File: config.mk
export PLATFORM = sky130hd
export DESIGN_NAME = ksa32_sum_stage_flat
export DESIGN_NICKNAME = d
export VERILOG_FILES = /design/src/rtl/ksa32_sum_stage_if.sv /design/src/rtl/ksa32_sum_stage.sv /design/src/flat_wrapper.sv
export SDC_FILE = /design/constraint.sdc
export NUM_CORES = 1
export LEC_CHECK = 0
export CAP_MARGIN = 30
export CORE_ASPECT_RATIO = 0.7
export CORE_UTILIZATION = 36
export DETAILED_ROUTE_END_ITERATION = 16
export GPL_TIMING_DRIVEN = 1
export HOLD_SLACK_MARGIN = 0.12
export PLACE_DENSITY = 0.83
export SYNTH_ARGS = -nofsm -noshare
export SYNTH_HDL_FRONTEND = slang
export SYNTH_SLANG_ARGS = --single-unit
File: constraint.sdc
create_clock -name clk_i -period 1.96 [get_ports clk_i]
set_input_delay 0.392 -clock clk_i [delete_from_list [all_inputs] [get_ports clk_i]]
set_output_delay 0.392 -clock clk_i [all_outputs]
set_load 0.01 [all_outputs]
File: src/rtl/ksa32_sum_stage_if.sv
// Handshake and data bundle for the Kogge-Stone sum stage.
// The upstream (prefix stage) and downstream sides share one interface:
// the master modport is the environment, the slave modport is the stage.
interface ksa32_sum_stage_if #(
    parameter int DATA_W = 32,
    parameter int TAG_W  = 4
);
    logic              in_valid_i;
    logic              in_ready_o;
    logic [DATA_W-1:0] G_i;
    logic [DATA_W-1:0] P_i;
    logic [DATA_W-1:0] H_i;
    logic              cin_i;
    logic [TAG_W-1:0]  tag_i;
    logic              out_valid_o;
    logic              out_ready_i;
    logic [DATA_W-1:0] sum_o;
    logic              cout_o;
    logic              ovf_o;
    logic              zero_o;
    logic [TAG_W-1:0]  tag_o;

    modport slave (
        input  in_valid_i, G_i, P_i, H_i, cin_i, tag_i, out_ready_i,
        output in_ready_o, out_valid_o, sum_o, cout_o, ovf_o, zero_o, tag_o
    );

    modport master (
        output in_valid_i, G_i, P_i, H_i, cin_i, tag_i, out_ready_i,
        input  in_ready_o, out_valid_o, sum_o, cout_o, ovf_o, zero_o, tag_o
    );
endinterface

File: src/rtl/ksa32_sum_stage.sv
// Final registered stage of the 32-bit Kogge-Stone adder.
// Turns group generate/propagate plus half-sum bits into sum, carry-out,
// signed overflow and zero flag, presented through a valid/ready register.
// Build option: define KSA_SUM_SKID_EN for a 2-entry skid buffer whose
// in_ready_o comes from a flop; otherwise a single output register is used.
module ksa32_sum_stage #(
    parameter int DATA_W = 32,
    parameter int TAG_W  = 4
) (
    input  logic                  clk_i,
    input  logic                  rst_i,
    ksa32_sum_stage_if.slave      bus
);
    // Packed result: {sum, cout, ovf, zero, tag}
    localparam int RES_W = DATA_W + 3 + TAG_W;

    generate
        if (DATA_W != 32) begin : g_bad_width
            $error("ksa32_sum_stage: only DATA_W = 32 is supported");
        end
    endgenerate

    // Carry into each bit position; carry[DATA_W] is the carry-out.
    logic [DATA_W:0]   carry;
    logic [DATA_W-1:0] sum_c;
    logic [RES_W-1:0]  result_c;
    logic              in_ready;
    logic              in_xfer;
    logic              out_xfer;

    assign carry[0] = bus.cin_i;

    genvar gi;
    generate
        for (gi = 0; gi < DATA_W; gi++) begin : g_carry
            assign carry[gi+1] = bus.G_i[gi] | (bus.P_i[gi] & bus.cin_i);
        end
    endgenerate

    // Result formation from carries and half-sum bits.
    always_comb begin
        sum_c    = bus.H_i ^ carry[DATA_W-1:0];
        result_c = {sum_c, carry[DATA_W], carry[DATA_W] ^ carry[DATA_W-1],
                    ~|sum_c, bus.tag_i};
    end

    logic             main_valid_q, main_valid_d;
    logic [RES_W-1:0] main_res_q,   main_res_d;

    assign in_xfer  = bus.in_valid_i & in_ready;
    assign out_xfer = main_valid_q & bus.out_ready_i;

`ifdef KSA_SUM_SKID_EN
    logic             skid_valid_q, skid_valid_d;
    logic [RES_W-1:0] skid_res_q,   skid_res_d;

    // Ready depends only on the skid occupancy flop (and reset), never on out_ready_i.
    assign in_ready = ~rst_i & ~skid_valid_q;

    // FIFO steering: main refills from skid first, then from the input.
    always_comb begin
        main_valid_d = main_valid_q;
        main_res_d   = main_res_q;
        skid_valid_d = skid_valid_q;
        skid_res_d   = skid_res_q;
        if (!main_valid_q || out_xfer) begin
            if (skid_valid_q) begin
                main_valid_d = 1'b1;
                main_res_d   = skid_res_q;
                skid_valid_d = 1'b0;
            end else if (in_xfer) begin
                main_valid_d = 1'b1;
                main_res_d   = result_c;
            end else begin
                main_valid_d = 1'b0;
            end
        end else if (in_xfer) begin
            skid_valid_d = 1'b1;
            skid_res_d   = result_c;
        end
    end

    // Skid register state; reset discards any buffered result.
    always_ff @(posedge clk_i or posedge rst_i) begin
        if (rst_i) begin
            skid_valid_q <= 1'b0;
            skid_res_q   <= '0;
        end else begin
            skid_valid_q <= skid_valid_d;
            skid_res_q   <= skid_res_d;
        end
    end
`else
    // Single register: accept when empty or when the held result leaves this cycle.
    assign in_ready = ~rst_i & (~main_valid_q | bus.out_ready_i);

    // Load on input transfer; drain to empty on an output-only transfer.
    always_comb begin
        main_valid_d = main_valid_q;
        main_res_d   = main_res_q;
        if (in_xfer) begin
            main_valid_d = 1'b1;
            main_res_d   = result_c;
        end else if (out_xfer) begin
            main_valid_d = 1'b0;
        end
    end
`endif

    // Output register; reset clears valid and all result fields.
    always_ff @(posedge clk_i or posedge rst_i) begin
        if (rst_i) begin
            main_valid_q <= 1'b0;
            main_res_q   <= '0;
        end else begin
            main_valid_q <= main_valid_d;
            main_res_q   <= main_res_d;
        end
    end

    assign bus.in_ready_o  = in_ready;
    assign bus.out_valid_o = main_valid_q;
    assign {bus.sum_o, bus.cout_o, bus.ovf_o, bus.zero_o, bus.tag_o} = main_res_q;

endmodule
File: src/flat_wrapper.sv
// flat-port wrapper written by rule: the top's interface ports become plain ports
module ksa32_sum_stage_flat 
#(
    parameter int DATA_W = 32,
    parameter int TAG_W  = 4
)
  (clk_i, rst_i, bus_in_valid_i, bus_G_i, bus_P_i, bus_H_i, bus_cin_i, bus_tag_i, bus_out_ready_i, bus_in_ready_o, bus_out_valid_o, bus_sum_o, bus_cout_o, bus_ovf_o, bus_zero_o, bus_tag_o);
  ksa32_sum_stage_if #(.DATA_W(DATA_W), .TAG_W(TAG_W)) bus_i ();
  input  logic clk_i;
  input  logic rst_i;
  input wire logic [$bits(bus_i.in_valid_i)-1:0] bus_in_valid_i;
  input wire logic [$bits(bus_i.G_i)-1:0] bus_G_i;
  input wire logic [$bits(bus_i.P_i)-1:0] bus_P_i;
  input wire logic [$bits(bus_i.H_i)-1:0] bus_H_i;
  input wire logic [$bits(bus_i.cin_i)-1:0] bus_cin_i;
  input wire logic [$bits(bus_i.tag_i)-1:0] bus_tag_i;
  input wire logic [$bits(bus_i.out_ready_i)-1:0] bus_out_ready_i;
  output wire logic [$bits(bus_i.in_ready_o)-1:0] bus_in_ready_o;
  output wire logic [$bits(bus_i.out_valid_o)-1:0] bus_out_valid_o;
  output wire logic [$bits(bus_i.sum_o)-1:0] bus_sum_o;
  output wire logic [$bits(bus_i.cout_o)-1:0] bus_cout_o;
  output wire logic [$bits(bus_i.ovf_o)-1:0] bus_ovf_o;
  output wire logic [$bits(bus_i.zero_o)-1:0] bus_zero_o;
  output wire logic [$bits(bus_i.tag_o)-1:0] bus_tag_o;
  assign bus_i.in_valid_i = bus_in_valid_i;
  assign bus_i.G_i = bus_G_i;
  assign bus_i.P_i = bus_P_i;
  assign bus_i.H_i = bus_H_i;
  assign bus_i.cin_i = bus_cin_i;
  assign bus_i.tag_i = bus_tag_i;
  assign bus_i.out_ready_i = bus_out_ready_i;
  assign bus_in_ready_o = bus_i.in_ready_o;
  assign bus_out_valid_o = bus_i.out_valid_o;
  assign bus_sum_o = bus_i.sum_o;
  assign bus_cout_o = bus_i.cout_o;
  assign bus_ovf_o = bus_i.ovf_o;
  assign bus_zero_o = bus_i.zero_o;
  assign bus_tag_o = bus_i.tag_o;
  ksa32_sum_stage #(.DATA_W(DATA_W), .TAG_W(TAG_W)) u_core (.clk_i(clk_i), .rst_i(rst_i), .bus(bus_i));
endmodule
==> results of run 1 <==
==> metal layers <==
layer	up-vias	GRT usage (%)	routed length (um)	share of wire (%)
met1	964	23.46	2542	42
li1	1016	-	-	-
met5	-	0	0	0
met3	6	6.092	509	8.4
met2	80	34.58	2926	48
met4	0	5.385	68	1.1
==> logic make-up after synthesis <==
logic type / Yosys count / synth area share [%]
and+or+nand+nor: 63 / 13.25
AOI/OAI and AO/OA: 43 / 13.19
DFF: 40 / 46.89
xor gates and xnor gates: 32 / 13.13
muxes: 19 / 10.02
buffers and inverters: 11 / 3.517
==> worst reg2reg max path, delay by kind of cell (launching register included) <==
kind	cells	cell delay, ns
AOI/OAI and AO/OA	1	0.30
DFF	1	0.40
and+or+nand+nor	4	0.83
==> worst max path at each step <==
stage / cells past startpoint / slack [ns] / end
3_5_place_dp: 6 / -0.22 / u_core.main_res_q[4]$_DFFE_PP0P_
6_report: 6 / 0.09 / u_core.main_res_q[4]$_DFFE_PP0P_
4_1_cts: 6 / 0.08 / u_core.main_res_q[4]$_DFFE_PP0P_
3_3_place_gp: 7 / -0.17 / u_core.main_res_q[4]$_DFFE_PP0P_
2_1_floorplan: 2 / 0.04 / bus_in_ready_o
5_1_grt: 6 / 0.007 / u_core.main_res_q[4]$_DFFE_PP0P_
==> layout by cell type (no fill, tap or decap), types with 2 or more instances in the layout <==
cell / instances
sky130_fd_sc_hd__a21oi_1: 22
sky130_fd_sc_hd__a21oi_2: 9
sky130_fd_sc_hd__and2_1: 2
sky130_fd_sc_hd__buf_12: 3
sky130_fd_sc_hd__buf_4: 11
sky130_fd_sc_hd__clkbuf_8: 5
sky130_fd_sc_hd__clkdlybuf4s50_1: 143
sky130_fd_sc_hd__dfrtp_1: 40
sky130_fd_sc_hd__mux2_2: 19
sky130_fd_sc_hd__nand2_1: 48
sky130_fd_sc_hd__nor4_1: 5
sky130_fd_sc_hd__o21a_1: 2
sky130_fd_sc_hd__o21ai_0: 7
sky130_fd_sc_hd__xnor2_1: 28
sky130_fd_sc_hd__xor2_1: 4
==> power by group through the flow <==
stage	Sequential (mW)	Combinational, mW	Clock (mW)
2_1_floorplan	1.17	0.314	0
6_report	1.08	1.06	0.669
5_1_grt	1.11	1.14	0.714
3_5_place_dp	1.10	1.07	0
3_3_place_gp	1.09	1.05	0
4_1_cts	1.08	1.07	0.684
==> what timing repair did <==
item                                    CTS  global route
endpoints found under the setup margin    1             1
hold buffers                              0             0
gates resized for setup                   1             1
pin swaps                                 0             0
==> area by class of cell <==
class / count / area share [%]
clock buffer: 5 / 1.783
sequential: 40 / 25.93
clock inverter: 3 / 1.102
inverter: 1 / 0.09724
multi-input combinational: 157 / 27.52
timing repair buffer: 159 / 41.13
tap: 75 / 2.431
==> registers in the layout, summed over array words and instances, names as in the netlist <==
signal and cells:
u_core.bus.out_valid_o 1, u_core.main_res_q 39
==> impl_metrics.xml, run 1 <==
<?xml version="1.0" encoding="UTF-8"?>
<metrics>
  <group name="timing">
    <metric name="slew_viol_final" unit="">0</metric>
    <metric name="finalSetupViolations" unit="">0</metric>
    <metric name="fin_setup_tns" unit="ns">0</metric>
    <metric name="worst_clk_skew" unit="ns">0.005651</metric>
    <metric name="final_period_minus_worst_setup_slack" unit="ns">1.866</metric>
    <metric name="max_clock_freq" unit="MHz">535.8</metric>
    <metric name="postLayoutSetupSlackWorst" unit="ns">0.09374</metric>
    <metric name="timing_hold_violations_final" unit="">0</metric>
    <metric name="setup_repair_after_global_routing_missed_its_margin" unit="">no</metric>
    <metric name="timing_worst_slew_pin_value" unit="ns">0.5191</metric>
    <metric name="hold_ws" unit="ns">0.4753</metric>
    <metric name="part_of_the_cycle_the_worst_path_needs" unit="%">95.22</metric>
    <metric name="max_slew_margin" unit="%">65.39</metric>
  </group>
  <group name="synthesis">
    <metric name="synth_fp_nets" unit="">313</metric>
    <metric name="synth.most_common_cell" unit="">sky130_fd_sc_hd__nand2_1</metric>
    <metric name="syn-cell-area" unit="mm2">0.002135</metric>
    <metric name="yosysWarnings" unit="">0</metric>
    <metric name="ys.flop_type" unit="">sky130_fd_sc_hd__dfrtp_1</metric>
    <metric name="synth_top_cells_by_area" unit="">sky130_fd_sc_hd__dfrtp_1 47%, sky130_fd_sc_hd__xnor2_1 11%, sky130_fd_sc_hd__mux2_2 10%</metric>
    <metric name="yosys_register_bits" unit="">40</metric>
    <metric name="synth_cell_type_count" unit="">25</metric>
    <metric name="ys_async_sr_fraction" unit="%">100.0</metric>
    <metric name="post_synth_most_frequent_cells" unit="">48 x sky130_fd_sc_hd__nand2_1, 40 x sky130_fd_sc_hd__dfrtp_1, 28 x sky130_fd_sc_hd__xnor2_1</metric>
    <metric name="post_synth.cell_area_avg" unit="um2">10.26</metric>
    <metric name="synth_largest_area_cell" unit="">sky130_fd_sc_hd__dfrtp_1</metric>
    <metric name="synth_enable_flop_cells" unit="">0</metric>
    <metric name="seq_area_frac_synth" unit="%">46.89</metric>
    <metric name="synth.top_cell.area_share" unit="%">46.89</metric>
    <metric name="postSynthCellCount" unit="">208</metric>
  </group>
  <group name="critical_path">
    <metric name="critical_path.endpoint_type" unit="">flop</metric>
    <metric name="critical_path.startpoint_type" unit="">input port</metric>
    <metric name="critPathTopFamily" unit="">simple AND/OR/NAND/NOR gates</metric>
    <metric name="critical_path.max_stage_delay" unit="ns">0.53</metric>
    <metric name="timing.critical_path.buf_inv" unit="">1</metric>
    <metric name="cp_cell_sequence" unit="">clkdlybuf4s50_1, nor2b_2, and2_1, nand2_2, or4_4, o41ai_2</metric>
    <metric name="r2r_start" unit="">u_core.bus.out_valid_o$_DFFE_PP0P_</metric>
    <metric name="cp-startpoint" unit="">bus_in_valid_i</metric>
    <metric name="crit-reg2reg-capture" unit="">u_core.main_res_q[4]$_DFFE_PP0P_</metric>
    <metric name="r2r.worst_path.cells" unit="">5</metric>
    <metric name="cp_data_required_time" unit="ns">2.15</metric>
    <metric name="reg2reg_slack" unit="ns">0.33</metric>
    <metric name="category_of_the_most_critical_setup_path" unit="">in2reg</metric>
    <metric name="crit_path_max_delay_cell_type" unit="">sky130_fd_sc_hd__or4_4</metric>
    <metric name="worst-endpoint-arrival" unit="ns">2.06</metric>
    <metric name="critical_path.max_fanout" unit="">2</metric>
  </group>
  <group name="power_and_ir_drop">
    <metric name="power_share_of_the_sequential_group" unit="%">38.4</metric>
    <metric name="swShare" unit="%">27.38</metric>
    <metric name="power.switching" unit="mW">0.7680</metric>
    <metric name="power.internal" unit="mW">2.037</metric>
    <metric name="ir_drop" unit="mV">0.4747</metric>
    <metric name="power_frac_comb" unit="%">37.7</metric>
    <metric name="cellLeakagePower" unit="nW">1.566</metric>
    <metric name="finalPower" unit="mW">2.805</metric>
    <metric name="clock_power_share" unit="%">23.9</metric>
    <metric name="power_density" unit="mW/mm2">726.8</metric>
  </group>
  <group name="clocking">
    <metric name="worst_setup_hold_path_clk_slew" unit="ns">0.08</metric>
    <metric name="worst_skew_pair.late_latency" unit="ns">0.29</metric>
    <metric name="cts-root-to-sink-buffers" unit="">2</metric>
    <metric name="cts_inserted_buffers" unit="">5</metric>
    <metric name="cts.root.buffer_cell" unit="">sky130_fd_sc_hd__clkbuf_8</metric>
    <metric name="cts-htree-levels" unit="">2</metric>
    <metric name="post_cts_buffers" unit="">0</metric>
    <metric name="tritoncts" unit="">built</metric>
    <metric name="cts_sinks" unit="">40</metric>
  </group>
  <group name="grt">
    <metric name="grt_remaining_overflow" unit="">0</metric>
    <metric name="groute.usage.overall" unit="%">19.73</metric>
    <metric name="grt_pass1_wl" unit="mm">9.411</metric>
    <metric name="antenna_violations_before_repair" unit="">0</metric>
    <metric name="grt_start_max_net_pins" unit="">41</metric>
    <metric name="number_of_global_route_vias_before_repair" unit="">2074</metric>
  </group>
  <group name="place">
    <metric name="post-place-ws" unit="ns">-0.2184</metric>
    <metric name="number_of_port_buffers" unit="">145</metric>
    <metric name="detailedPlacementHpwl" unit="mm">4.809</metric>
    <metric name="gpl.final_weighted_congestion" unit="">0.7659</metric>
    <metric name="placed_area" unit="mm2">0.003746</metric>
    <metric name="dpl.cell_count" unit="">432</metric>
  </group>
  <group name="detailed_routing">
    <metric name="ant_nets" unit="">0</metric>
    <metric name="route.final.wire_length" unit="mm">6.046</metric>
    <metric name="drtIter0Drc" unit="">26</metric>
    <metric name="routedWlPerCell" unit="um">13.74</metric>
    <metric name="overall_via_count_from_detail_route" unit="">2066</metric>
    <metric name="drcViolationCount" unit="">0</metric>
    <metric name="detail_route.vias_per_cell" unit="">4.695</metric>
    <metric name="detailed_routing_iteration_count_for_the_pre_antenna_repair_pass" unit="">4</metric>
  </group>
  <group name="floorplanning">
    <metric name="ios" unit="">146</metric>
    <metric name="die_w" unit="um">94.04</metric>
    <metric name="floorplan.die.height" unit="um">66.43</metric>
    <metric name="coreArea" unit="mm2">0.005727</metric>
    <metric name="floorplan.initialDensity" unit="%">37.27</metric>
    <metric name="die_area" unit="mm2">0.006246</metric>
    <metric name="placement_rows" unit="">23</metric>
  </group>
  <group name="hold_path">
    <metric name="hp-start" unit="">u_core.main_res_q[15]$_DFFE_PP0P_</metric>
    <metric name="worstHoldPathType" unit="">reg2reg</metric>
    <metric name="hold_depth" unit="">2</metric>
    <metric name="worstHoldEndpoint" unit="">u_core.main_res_q[15]$_DFFE_PP0P_</metric>
  </group>
  <group name="cells_and_area">
    <metric name="postLayoutCoreUtil" unit="%">67.40</metric>
    <metric name="final_instance_area" unit="mm2">0.003860</metric>
    <metric name="count_of_nets_after_finishing" unit="">469</metric>
    <metric name="layout-drive-gt1-share" unit="%">15.89</metric>
    <metric name="insertedDiodeCount" unit="">0</metric>
    <metric name="multiInputGateArea" unit="mm2">0.001062</metric>
    <metric name="final.fill_count" unit="">470</metric>
    <metric name="area_delta_synth_final" unit="%">80.83</metric>
    <metric name="area.sequential" unit="mm2">0.001001</metric>
    <metric name="non_filler_cells_final" unit="">440</metric>
  </group>
  <group name="flow_run">
    <metric name="max_cap_viols" unit="">0</metric>
  </group>
  <group name="status">
    <metric name="status" unit="">completed</metric>
  </group>
</metrics>
No activity file was read; power rests on OpenSTA's default activity.
==> run 2, diff against run 1 <==
--- a/config.mk
+++ b/config.mk
@@ -8,9 +8,9 @@
 export CAP_MARGIN = 30
 export CORE_ASPECT_RATIO = 0.7
-export CORE_UTILIZATION = 36
+export CORE_UTILIZATION = 38
 export DETAILED_ROUTE_END_ITERATION = 16
 export GPL_TIMING_DRIVEN = 1
 export HOLD_SLACK_MARGIN = 0.12
-export PLACE_DENSITY = 0.83
+export PLACE_DENSITY = 0.87
 export SYNTH_ARGS = -nofsm -noshare
 export SYNTH_HDL_FRONTEND = slang
==> constraint.sdc (replaced) <==
create_clock -name clk_i -period 2.2 [get_ports clk_i]
set_input_delay 0.33 -clock clk_i [delete_from_list [all_inputs] [get_ports clk_i]]
set_output_delay 0.33 -clock clk_i [all_outputs]
set_load 0.01 [all_outputs]
==> run 2 against run 1 <==
Non-clock buffer count decreased by 7. Critical path depth increased by 2. Total power decreased by 17%. Combinational power decreased by 12%. Count of clock-buffer cells in the layout increased by 1. Global-route usage increased by 1.9 points. First-iteration DRC count increased by 58%.
==> impl_metrics.xml, run 2 (synthesized netlist as in run 1, its figures left out) <==
<?xml version="1.0" encoding="UTF-8"?>
<metrics>
  <group name="cells_and_area">
    <metric name="count_of_nets_after_finishing" unit="">462</metric>
    <metric name="mostFrequentLayoutCell" unit="">sky130_fd_sc_hd__clkdlybuf4s50_1</metric>
    <metric name="largest_reg_flops" unit="">39</metric>
    <metric name="final_instance_area" unit="mm2">0.003760</metric>
    <metric name="layout-drive-gt1-share" unit="%">13.17</metric>
    <metric name="largest_register" unit="">u_core.main_res_q</metric>
    <metric name="postLayoutCoreUtil" unit="%">70.77</metric>
    <metric name="layout.cells.most_common_list" unit="">145 x sky130_fd_sc_hd__clkdlybuf4s50_1, 48 x sky130_fd_sc_hd__nand2_1, 40 x sky130_fd_sc_hd__dfrtp_1</metric>
    <metric name="area_delta_synth_final" unit="%">76.14</metric>
    <metric name="insertedDiodeCount" unit="">0</metric>
  </group>
  <group name="critical_path">
    <metric name="critical_path.endpoint_type" unit="">flop</metric>
    <metric name="critical_path.max_fanout" unit="">26</metric>
    <metric name="critical_path.startpoint_type" unit="">input port</metric>
    <metric name="cp_data_required_time" unit="ns">2.38</metric>
    <metric name="category_of_the_most_critical_setup_path" unit="">in2reg</metric>
    <metric name="worst-endpoint-arrival" unit="ns">2.23</metric>
    <metric name="r2r_start" unit="">u_core.bus.out_valid_o$_DFFE_PP0P_</metric>
    <metric name="cp-startpoint" unit="">bus_cin_i</metric>
  </group>
  <group name="timing">
    <metric name="final_period_minus_worst_setup_slack" unit="ns">2.047</metric>
    <metric name="max_slew_margin" unit="%">66.30</metric>
    <metric name="timing_hold_violations_final" unit="">0</metric>
    <metric name="finalSetupViolations" unit="">0</metric>
    <metric name="timing_worst_slew_pin_value" unit="ns">0.5055</metric>
    <metric name="setup_repair_after_global_routing_missed_its_margin" unit="">no</metric>
    <metric name="max_clock_freq" unit="MHz">488.5</metric>
    <metric name="part_of_the_cycle_the_worst_path_needs" unit="%">93.06</metric>
    <metric name="slew_viol_final" unit="">0</metric>
    <metric name="worst_clk_skew" unit="ns">0.004333</metric>
  </group>
  <group name="clocking">
    <metric name="cts-root-to-sink-buffers" unit="">2</metric>
    <metric name="post_cts_buffers" unit="">0</metric>
    <metric name="cts_sinks" unit="">40</metric>
    <metric name="cts.root.buffer_cell" unit="">sky130_fd_sc_hd__clkbuf_8</metric>
    <metric name="cts_inserted_buffers" unit="">5</metric>
    <metric name="cts-htree-levels" unit="">2</metric>
    <metric name="post_cts_resize_count" unit="">0</metric>
    <metric name="cts.hold.buffers_added" unit="">0</metric>
    <metric name="worst_skew_pair.late_latency" unit="ns">0.28</metric>
    <metric name="tritoncts" unit="">built</metric>
    <metric name="worst_setup_hold_path_clk_slew" unit="ns">0.07</metric>
  </group>
  <group name="hold_path">
    <metric name="worstHoldPathType" unit="">reg2reg</metric>
    <metric name="hp-start" unit="">u_core.main_res_q[8]$_DFFE_PP0P_</metric>
  </group>
  <group name="detailed_routing">
    <metric name="drcViolationCount" unit="">0</metric>
    <metric name="detailed_routing_iteration_count_for_the_pre_antenna_repair_pass" unit="">4</metric>
    <metric name="ant_nets" unit="">0</metric>
    <metric name="overall_via_count_from_detail_route" unit="">2078</metric>
    <metric name="drtIter0Drc" unit="">41</metric>
    <metric name="route.final.wire_length" unit="mm">6.091</metric>
    <metric name="routedWlPerCell" unit="um">14.20</metric>
    <metric name="detail_route.vias_per_cell" unit="">4.844</metric>
  </group>
  <group name="floorplanning">
    <metric name="ios" unit="">146</metric>
    <metric name="placement_rows" unit="">22</metric>
    <metric name="die_w" unit="um">91.58</metric>
    <metric name="coreArea" unit="mm2">0.005313</metric>
    <metric name="floorplan.die.height" unit="um">64.71</metric>
    <metric name="die_area" unit="mm2">0.005926</metric>
    <metric name="floorplan.initialDensity" unit="%">40.18</metric>
  </group>
  <group name="status">
    <metric name="status" unit="">completed</metric>
  </group>
  <group name="power_and_ir_drop">
    <metric name="ir_drop" unit="mV">0.3056</metric>
    <metric name="swShare" unit="%">28.04</metric>
    <metric name="clock_power_share" unit="%">19.1</metric>
    <metric name="power_density" unit="mW/mm2">622.9</metric>
    <metric name="power.internal" unit="mW">1.685</metric>
    <metric name="power_share_of_the_sequential_group" unit="%">41.0</metric>
    <metric name="cellLeakagePower" unit="nW">1.510</metric>
    <metric name="finalPower" unit="mW">2.342</metric>
    <metric name="power_frac_comb" unit="%">39.8</metric>
    <metric name="power.switching" unit="mW">0.6568</metric>
  </group>
  <group name="place">
    <metric name="gpl.final_weighted_congestion" unit="">0.7754</metric>
    <metric name="number_of_port_buffers" unit="">145</metric>
    <metric name="detailedPlacementHpwl" unit="mm">5.006</metric>
    <metric name="placed_area" unit="mm2">0.003682</metric>
  </group>
  <group name="grt">
    <metric name="grt_pass1_wl" unit="mm">9.922</metric>
    <metric name="grt_remaining_overflow" unit="">0</metric>
    <metric name="number_of_global_route_vias_before_repair" unit="">2135</metric>
    <metric name="groute.usage.overall" unit="%">21.61</metric>
    <metric name="antenna_violations_before_repair" unit="">0</metric>
    <metric name="grt_start_max_net_pins" unit="">41</metric>
  </group>
  <group name="flow_run">
    <metric name="max_cap_viols" unit="">0</metric>
  </group>
</metrics>
[run 2: cell count changes in the layout (fill, tap and decap cells not counted)]
cell	delta
sky130_fd_sc_hd__buf_4	-6
sky130_fd_sc_hd__clkdlybuf4s50_1	+2
sky130_fd_sc_hd__buf_12	-1
sky130_fd_sc_hd__buf_2	-1
sky130_fd_sc_hd__bufinv_16	-1
sky130_fd_sc_hd__clkbuf_1	+1
sky130_fd_sc_hd__clkinvlp_4	-1
sky130_fd_sc_hd__dlygate4sd2_1	-1
sky130_fd_sc_hd__or4_1	+1
sky130_fd_sc_hd__or4_4	-1
[run 2: path summary, 6_finish.rpt]
| check | depth (start not counted) | endpoint | slack [ns] |
|---|---|---|---|
| min | 2 | u_core.main_res_q[8]$_DFFE_PP0P_ | 0.48 |
| max in group asynchronous | 3 | u_core.main_res_q[17]$_DFFE_PP0P_ | 1.31 |
| max reg2reg | 5 | u_core.main_res_q[4]$_DFFE_PP0P_ | 0.52 |
| max | 8 | u_core.main_res_q[4]$_DFFE_PP0P_ | 0.15 |
| min reg2reg | 2 | u_core.main_res_q[8]$_DFFE_PP0P_ | 0.48 |
| min in group asynchronous | 3 | u_core.main_res_q[7]$_DFFE_PP0P_ | 0.53 |
[run 2: cell type report]
| type | count | area [um2] |
|---|---|---|
| tap | 72 | 90.09 |
| clock buffer | 6 | 72.57 |
| sequential | 40 | 1001 |
| inverter | 1 | 3.754 |
| multi-input combinational | 157 | 1059 |
| timing repair buffer | 152 | 1529 |
| fill | 414 | 1553 |
| clock inverter | 1 | 5.005 |
[run 2: stage by stage]
stage | TNS (ns) | instances | hold WS, ns | setup WS, ns
6_report | 0 | 429 | 0.4768 | 0.1528
5_1_grt | 0 | 429 | 0.4976 | 0.02039
4_1_cts | 0 | 429 | 0.4804 | 0.1248
3_5_place_dp | -0.1680 | 422 | 0.4629 | -0.1680
3_3_place_gp | -0.1225 | 422 | 0.4609 | -0.1225
2_1_floorplan | 0 | 208 | 0.4354 | 0.3999
[run 2: power groups by stage]
stage | registers, mW | logic [mW] | clock network, mW
after floorplan | 1.05 | 0.280 | 0
after CTS | 0.963 | 0.945 | 0.462
after global routing | 0.980 | 1.00 | 0.506
after detailed placement | 0.976 | 0.941 | 0
final | 0.961 | 0.933 | 0.448
after global placement | 0.970 | 0.922 | 0
[run 2: critical path, stage by stage]
cell                              delay (ns)
sky130_fd_sc_hd__clkdlybuf4s50_1        0.51
sky130_fd_sc_hd__buf_12                 0.20
sky130_fd_sc_hd__a21oi_2                0.08
sky130_fd_sc_hd__xnor2_1                0.14
sky130_fd_sc_hd__nor4_1                 0.39
sky130_fd_sc_hd__buf_4                  0.19
sky130_fd_sc_hd__nand2_1                0.07
sky130_fd_sc_hd__o41ai_2                0.33
[run 2: metal layers]
metal	track usage [%]	wire [um]
met1	24.44	2445
met4	4.365	39
met5	0	0
met2	40.70	3154
met3	6.221	452
